**src/rtl/draw_sequencer.sv**
```systemverilog
// draw_sequencer: runs enabled drawing engines in ascending order and muxes the active one onto the VGA adapter
module draw_sequencer #(
  parameter int N_ENG = 4,
  parameter int X_W   = 8,
  parameter int Y_W   = 7,
  parameter int C_W   = 3
) (
  input  logic               clk,
  input  logic               rst_n,
  input  logic               start,
  input  logic               abort,
  input  logic [N_ENG-1:0]   eng_mask,
  output logic               busy,
  output logic               done,
  output logic [2:0]         active_idx,
  output logic [N_ENG-1:0]   eng_start,
  input  logic [N_ENG-1:0]   eng_done,
  input  logic [N_ENG*X_W-1:0] eng_x,
  input  logic [N_ENG*Y_W-1:0] eng_y,
  input  logic [N_ENG*C_W-1:0] eng_colour,
  input  logic [N_ENG-1:0]   eng_plot,
  output logic [X_W-1:0]     vga_x,
  output logic [Y_W-1:0]     vga_y,
  output logic [C_W-1:0]     vga_colour,
  output logic               vga_plot
);
  typedef enum logic [1:0] {IDLE, RUN, RELEASE, DONE} state_t;
  state_t state_q, state_d;
  logic [2:0] idx_q, idx_d;
  logic [N_ENG-1:0] mask_q, mask_d, start_q, start_d;
  logic done_q, done_d;
  logic [3:0] first, after;
  logic cur_done, cur_plot, run;
  logic [X_W-1:0] cur_x;
  logic [Y_W-1:0] cur_y;
  logic [C_W-1:0] cur_c;

  // lowest set bit of m at or above from; bit 3 of the result flags that one exists
  function automatic logic [3:0] next_set(input logic [N_ENG-1:0] m, input logic [3:0] from);
    next_set = '0;
    for (int i = N_ENG - 1; i >= 0; i--)
      if (m[i] && i >= int'(from)) next_set = {1'b1, 3'(i)};
  endfunction

  assign first = next_set(eng_mask, 4'd0);
  assign after = next_set(mask_q, {1'b0, idx_q} + 4'd1);
  assign run = state_q == RUN;

  // select the active engine's done flag and drawing signals
  always_comb begin
    cur_done = 1'b0;
    cur_plot = 1'b0;
    cur_x = '0;
    cur_y = '0;
    cur_c = '0;
    for (int i = 0; i < N_ENG; i++)
      if (i == int'(idx_q)) begin
        cur_done = eng_done[i];
        cur_plot = eng_plot[i];
        cur_x = eng_x[i*X_W +: X_W];
        cur_y = eng_y[i*Y_W +: Y_W];
        cur_c = eng_colour[i*C_W +: C_W];
      end
  end

  // sequencing decisions; abort beats everything once a sequence has begun
  always_comb begin
    state_d = state_q;
    idx_d = idx_q;
    mask_d = mask_q;
    start_d = start_q;
    done_d = done_q;
    if (state_q != IDLE && abort) begin
      state_d = IDLE;
      idx_d = '0;
      start_d = '0;
      done_d = 1'b0;
    end else
      case (state_q)
        IDLE: if (start && !abort) begin
          mask_d = eng_mask;
          state_d = first[3] ? RUN : DONE;
          idx_d = first[3] ? first[2:0] : 3'd0;
          start_d = first[3] ? N_ENG'(1) << first[2:0] : '0;
          done_d = !first[3];
        end
        RUN: if (cur_done) begin
          state_d = RELEASE;
          start_d = '0;
        end
        RELEASE: if (!cur_done) begin
          state_d = after[3] ? RUN : DONE;
          idx_d = after[3] ? after[2:0] : 3'd0;
          start_d = after[3] ? N_ENG'(1) << after[2:0] : '0;
          done_d = !after[3];
        end
        DONE: if (!start) begin
          state_d = IDLE;
          done_d = 1'b0;
        end
      endcase
  end

  // state and registered outputs
  always_ff @(posedge clk or negedge rst_n)
    if (!rst_n) begin
      state_q <= IDLE;
      idx_q <= '0;
      mask_q <= '0;
      start_q <= '0;
      done_q <= 1'b0;
    end else begin
      state_q <= state_d;
      idx_q <= idx_d;
      mask_q <= mask_d;
      start_q <= start_d;
      done_q <= done_d;
    end

  assign busy = state_q == RUN || state_q == RELEASE;
  assign done = done_q;
  assign active_idx = idx_q;
  assign eng_start = start_q;
  assign vga_x = run ? cur_x : '0;
  assign vga_y = run ? cur_y : '0;
  assign vga_colour = run ? cur_c : '0;
  assign vga_plot = run & cur_plot;
endmodule

```
**config.mk**
```make
export PLATFORM = sky130hd
export DESIGN_NAME = draw_sequencer
export DESIGN_NICKNAME = d
export VERILOG_FILES = /design/src/rtl/draw_sequencer.sv
export SDC_FILE = /design/constraint.sdc
export NUM_CORES = 1
export LEC_CHECK = 0
export CAP_MARGIN = 10
export CELL_PAD_IN_SITES_DETAIL_PLACEMENT = 1
export CELL_PAD_IN_SITES_GLOBAL_PLACEMENT = 1
export CORE_ASPECT_RATIO = 1.2
export CORE_MARGIN = 5
export CORE_UTILIZATION = 26
export DETAILED_ROUTE_END_ITERATION = 6
export PLACE_DENSITY_LB_ADDON = 0.1
export SYNTH_ARGS = -nofsm -noshare
export SYNTH_HDL_FRONTEND = slang
export SYNTH_SLANG_ARGS = --single-unit
```
**constraint.sdc**
```tcl
create_clock -name clk -period 5.6 [get_ports clk]
set_input_delay 1.12 -clock clk [delete_from_list [all_inputs] [get_ports clk]]
set_output_delay 1.12 -clock clk [all_outputs]
set_load 0.01 [all_outputs]
```
# ---- After elaboration in Yosys (flattened, before gate mapping)
# Index checks and enable logic that the tools add are counted.
dict set report totals {
  word_cells 102
  ff_bits 14
  inputBits 88
  out_inout_bits 28
}
dict set report op_classes {
  n_addsub 1
  muxes 57
  shift 2
  eq_ne 10
  n_bitwise 2
  reduce_logical 21
  magnitude_cmp 4
}
# cell n
set ops {}
lappend ops {{4-bit 2-to-1 mux} 14}
lappend ops {{8-bit 2-to-1 mux} 5}
lappend ops {{7-bit 2-to-1 mux} 5}
lappend ops {{3-bit 2-to-1 mux} 10}
lappend ops {{2-bit 2-to-1 mux} 7}
lappend ops {{1-bit 2-to-1 mux} 12}
lappend ops {{4-bit one-hot mux with 3 select lines} 1}
lappend ops {{4-bit AND reduction} 3}
lappend ops {{3-bit != test (second input constant)} 3}
lappend ops {{1-bit by 4-bit greater-or-equal comparator with 1-bit output (first input constant)} 2}
lappend ops {{2-bit by 4-bit greater-or-equal comparator with 1-bit output (first input constant)} 2}
lappend ops {{2-bit one-hot mux with 4 select lines} 1}
lappend ops {{4-bit nonzero test} 2}
lappend ops {{1-bit by 3-bit << shifter with 4-bit output (first input constant)} 2}
lappend ops {{3-bit equality test (first input constant)} 2}
lappend ops {{1-bit logical AND} 6}
lappend ops {{3-bit one-hot mux with 2 select lines} 1}
lappend ops {{3-bit AND reduction} 2}
lappend ops {{3-bit by 1-bit adder with 4-bit output (second input constant)} 1}
lappend ops {{2-bit equality test (second input constant)} 2}
lappend ops {{2-bit by 3-bit equality test with 1-bit output (first input constant)} 1}
lappend ops {{1-bit logical NOT} 3}
lappend ops {{3-bit logical NOT} 1}
lappend ops {{3-bit by 2-bit != test with 1-bit output (second input constant)} 1}
lappend ops {{other kinds (8)} 8}

# ---- Depth between registers and ports, before layout
dict set report depth {
  word_depth 12
  depth_mapped 8
  mapped_depth_nobuf 7
}

# ---- Worst setup path after synthesis
# Ideal clock, no wire load.
dict set report synth_timing {
  path_type {in2out}
  startpoint {input port eng_colour[9]}
  endpoint {output port vga_colour[0]}
  t_arrival_ns 1.743
  cell_stages 2
  path_buffers 0
  setup_slack_ns 2.737
  cell_sequence {mux4_2 and2_1}
}
dict set report synth_via {
  elab_chain_len 2
}
# item line
set synth_lines {}
lappend synth_lines {{from (decl)} 20} ;# input logic [N_ENG*C_W-1:0] eng_colour,
lappend synth_lines {{3-bit 2-to-1 mux} 57} ;# if (i == int'(idx_q)) begin
lappend synth_lines {{3-bit 2-to-1 mux} 126} ;# assign vga_colour = run ? cur_c : '0;
lappend synth_lines {{to (decl)} 24} ;# output logic [C_W-1:0] vga_colour,
# Every way passes these cells.

# ---- Final worst setup path
dict set report layout_timing {
  startpoint {register idx_q[0] (netlist: active_idx[0])}
  endpoint {output port vga_x[6]}
}
dict set report layout_via {
  elab_chain_len 6
  word_cells_on_any_way 9
}
# item line
set layout_lines {}
lappend layout_lines {{from (decl)} 29} ;# logic [2:0] idx_q, idx_d;
lappend layout_lines {{from (signal assigned)} 114} ;# idx_q <= idx_d;
lappend layout_lines {{3-bit logical NOT} 57}
lappend layout_lines {{8-bit 2-to-1 mux (3 in series)} 57}
lappend layout_lines {{8-bit 2-to-1 mux (*)} 57}
lappend layout_lines {{8-bit 2-to-1 mux (*)} 124} ;# assign vga_x = run ? cur_x : '0;
lappend layout_lines {{to (decl)} 22} ;# output logic [X_W-1:0] vga_x,
# Mark *: on every way between the ends. The rest lies on a longest branch, timed or not.

==> out/summary.md <==
The run finished with clean final reports. Static timing analysis puts the maximum clock frequency at 263 MHz. Initial standard-cell utilization of the core: 27.1%. Along the worst path, the maximum fanout reaches 18. TritonCTS built the clock tree. After layout, the worst setup slack is 1.80 ns. STA puts the critical path data required time at 4.48 ns.

After Yosys synthesis, XOR and XNOR cells account for 0% of the synthesized area. Port buffering added 114 buffers. The critical path goes through buf_4, mux4_2, and2_1, clkdlybuf4s50_1. Buffers added to address setup during post-CTS repair amount to 0. The number of nets in the synthesized netlist is 246. The synthesized-area fraction occupied by adder cells is 3.24%. The detail route stage leaves a number of antenna-violating nets equal to 0. After synthesis the cells add up to 1540 µm².

The floorplan step defined a die boundary enclosing 7590 µm². The dominant combinational cell family by area after synthesis was multiplexers. For the finished layout, the period the worst path requires is 3.80 ns. Together, buffers and inverters on the worst path number 2. Sequential cells account for 18.9% of the total power. The clock reaches the later pin of the worst-skew pair after 0.24 ns. Global routing used 17.6% of the available tracks across all layers. The worst pin sits at a relative slew slack of 45.5%.

For the slack of the worst reg-to-reg path, the log shows 2.92 ns. Most area-hungry cell type in the Yosys netlist: sky130_fd_sc_hd__mux4_2. The CTS buffer count is 3.

The tools report the critical path capture point type as a primary output. In the routed design, unresolved DRC markers number 0. The run gives 2 as the maximum buffer depth of the clock tree. Internal power comes to 579 µW. The peak supply drop came out at 0.000213 V. The cell at the root of the clock tree was sky130_fd_sc_hd__clkbuf_8. In this run the core area contains 30 standard-cell rows. In this run the power spent charging and discharging nets is 387 µW. The total of flip-flops plus latches after synthesis came out at 12. At the pin with the least slew margin, the transition time is 0.817 ns. Final weighted congestion in routability-driven placement: 0.791. Sequential cells were found to cover 19.4% of the synthesized design area. Buffers inserted to repair hold after CTS numbered 0.

The worst path uses 67.8% of the clock period. The number of endpoints with negative hold slack in the final report is 0, and the violation count after the first detailed-routing iteration is 36. The number of clock sinks was 12; the final max-slew violation count was 0. The die outline width came out at 80.3 µm.

Of the total power, the clock network draws 8.0%. Of the cells placed in the final design, the portion with a size suffix greater than 1 is 15.3%. In the final routed layout, each cell accounts on average for 19.4 µm.

The synthesized-area fraction occupied by ao, oa, aoi and oai cells came out at 13.2%. The number of global-route vias before repair is 1781, and the power per cell area is 347 nW/µm². The via count of the routed design was 1690. Setup repair after global routing left no endpoint under its margin.

The worst setup path is launched from a flip-flop. Synthesis produced a netlist whose cell count is 154. Clock transition at the registers of the reported paths: 0.05 ns. Pin placement for this block handled 116 I/O pins. For this block, the routed nets add up to 6610 µm of wire.

The multiplexer share of the synthesized area came out at 38.3%. Layout-stage area growth over the synthesis result: 80.0%. Yosys attributes the largest share of cell area to sky130_fd_sc_hd__mux4_2, sky130_fd_sc_hd__dfrtp_1, sky130_fd_sc_hd__and2_1, sky130_fd_sc_hd__mux2_2, sky130_fd_sc_hd__ha_1. The first global-routing pass estimated 10200 µm of wire. The logs give 0 for the number of antenna cells inserted and 0 for the total grt overflow.

Largest net degree at the start of global routing: 24. The worst setup path is of the reg2out kind. The mean number of vias per cell was 4.96; the sum of negative setup slack was 0 ns. The simple-gate area share of the yosys netlist was 19.8%.

The critical path's largest stage delay works out to 0.87 ns. Broken down by cell family, the worst path's largest delay share belongs to buffers and inverters. Of the post-synthesis cell area, the dominant cell type holds 29.2%. The total setup violations reported at the end of the flow was 0; the detailed-router iteration count before antenna repair was 4. The logs give 5500 µm for the HPWL after detailed placement and 0 for the initial antenna violation count. The max-capacitance violation count is 0. A synthesized cell averages 10.0 µm². The Yosys step of the flow raised 0 warnings. The number of gates given a new drive strength after cts came out at 0. Worst min-delay path category: reg2reg.

The cell leakage power was 0.00102 µW. The cell at the slowest stage of the critical path is sky130_fd_sc_hd__dfrtp_1. Data on the critical path arrives at its endpoint at 2.68 ns. The logs give 0.000549 ns for the clock tree skew after final layout and 5710 µm² for the total core area. Combinational logic burns 73.1% of the power. Switching share of power: 40.1%.

Synthesis instantiated 37 different standard cells from the library. The vertical die dimension is 94.4 µm, and the maximum level of the CTS H-tree is 1. The post-placement setup slack is 1.80 ns, and the final net count is 355.
-- layer usage --
| metal | GRT usage, % | vias to the layer above | share of wire, % |
|---|---|---|---|
| li1 | - | 792 | - |
| met1 | 23.0 | 823 | 44 |
| met2 | 29.4 | 73 | 46 |
| met3 | 4.96 | 2 | 10 |
| met4 | 2.54 | 0 | 0.27 |
| met5 | 0 | - | 0 |
-- synthesized netlist by cell type --
cell type / count
sky130_fd_sc_hd__conb_1: 1
sky130_fd_sc_hd__nand2b_1: 3
sky130_fd_sc_hd__mux2_2: 9
sky130_fd_sc_hd__nor4_1: 1
sky130_fd_sc_hd__a21oi_2: 1
sky130_fd_sc_hd__inv_1: 6
sky130_fd_sc_hd__dfrtp_1: 12
sky130_fd_sc_hd__nor2b_1: 4
sky130_fd_sc_hd__buf_2: 5
sky130_fd_sc_hd__nor3_2: 1
sky130_fd_sc_hd__o31ai_1: 2
sky130_fd_sc_hd__o21ai_0: 8
sky130_fd_sc_hd__clkbuf_1: 4
sky130_fd_sc_hd__buf_6: 1
sky130_fd_sc_hd__o211ai_1: 1
sky130_fd_sc_hd__mux4_2: 20
sky130_fd_sc_hd__a2bb2oi_1: 1
sky130_fd_sc_hd__mux2i_1: 4
sky130_fd_sc_hd__o221a_2: 1
sky130_fd_sc_hd__buf_1: 1
sky130_fd_sc_hd__nor2_1: 12
sky130_fd_sc_hd__buf_4: 1
sky130_fd_sc_hd__and2_4: 1
sky130_fd_sc_hd__a311oi_1: 1
sky130_fd_sc_hd__nand2_1: 4
sky130_fd_sc_hd__ha_1: 4
sky130_fd_sc_hd__nor3_1: 3
sky130_fd_sc_hd__nand3b_1: 1
sky130_fd_sc_hd__a2bb2oi_2: 1
sky130_fd_sc_hd__a21oi_1: 9
sky130_fd_sc_hd__a211oi_1: 4
sky130_fd_sc_hd__and2_1: 19
sky130_fd_sc_hd__inv_2: 1
sky130_fd_sc_hd__nor3b_1: 3
sky130_fd_sc_hd__a21boi_0: 1
sky130_fd_sc_hd__a31oi_1: 1
sky130_fd_sc_hd__nand4_1: 2
-- cells by family after synthesis --
| group | after synthesis |
|---|---|
| muxes | 33 |
| adders and majority gates | 4 |
| buffers and inverters | 19 |
| AOI/OAI and AO/OA | 31 |
| and+or+nand+nor | 54 |
| other | 1 |
| DFF | 12 |
-- power groups by stage --
stage | logic, µW | registers (µW) | clock network [µW]
5_1_grt | 771 | 194 | 85.5
3_5_place_dp | 716 | 186 | 0
4_1_cts | 719 | 185 | 81.4
2_1_floorplan | 452 | 158 | 0
6_report | 705 | 182 | 77.7
3_3_place_gp | 710 | 185 | 0
-- state kept, by name, indices dropped and copies added (netlist names) --
register	cells
active_idx	2
done	1
eng_start	4
mask_q	3
state_q	2
-- through the flow --
stage / hold slack (ns) / utilization (%) / total power, µW / instances / cell area (µm²)
final: 0.508 / 48.7 / 965 / 341 / 2780
after global routing: 0.537 / 48.7 / 1050 / 341 / 2780
after CTS: 0.516 / 48.7 / 985 / 341 / 2780
after detailed placement: 0.500 / 48.0 / 902 / 338 / 2740
after global placement: 0.497 / 48.0 / 895 / 338 / 2740
after floorplan: 0.519 / - / 610 / 154 / 1540
-- cell type report --
cell class	count	area (µm²)
Multi-Input combinational cell	123	1150
Timing Repair Buffer	116	1160
Clock buffer	3	41.3
Inverter	7	26.3
Tap cell	80	100
Sequential cell	12	300
Fill cell	663	2930
-- final timing paths --
path	start	to	cells after the start
max	active_idx[0]$_DFFE_PN0P_	vga_x[6]	4
min	eng_start[1]$_DFFE_PN0P_	eng_start[1]$_DFFE_PN0P_	1
max reg2reg	active_idx[0]$_DFFE_PN0P_	eng_start[0]$_DFFE_PN0P_	6
min reg2reg	eng_start[1]$_DFFE_PN0P_	eng_start[1]$_DFFE_PN0P_	1
max in group asynchronous	rst_n	active_idx[0]$_DFFE_PN0P_	1
min in group asynchronous	rst_n	done$_DFFE_PN0P_	1
-- cells in the final DEF, fill, tap and decap left out, drive strengths merged, types with 3 or more instances in the layout --
cell	count
inv	7
and2	20
clkdlybuf4s50	114
clkbuf	3
o21ai	8
nor3b	3
nand2	4
a21oi	10
nor2	12
nand2b	3
dfrtp	12
nor2b	4
mux2i	4
ha	4
mux2	9
mux4	20
a211oi	4
nor3	4
No activity file was read; power rests on OpenSTA's default activity.
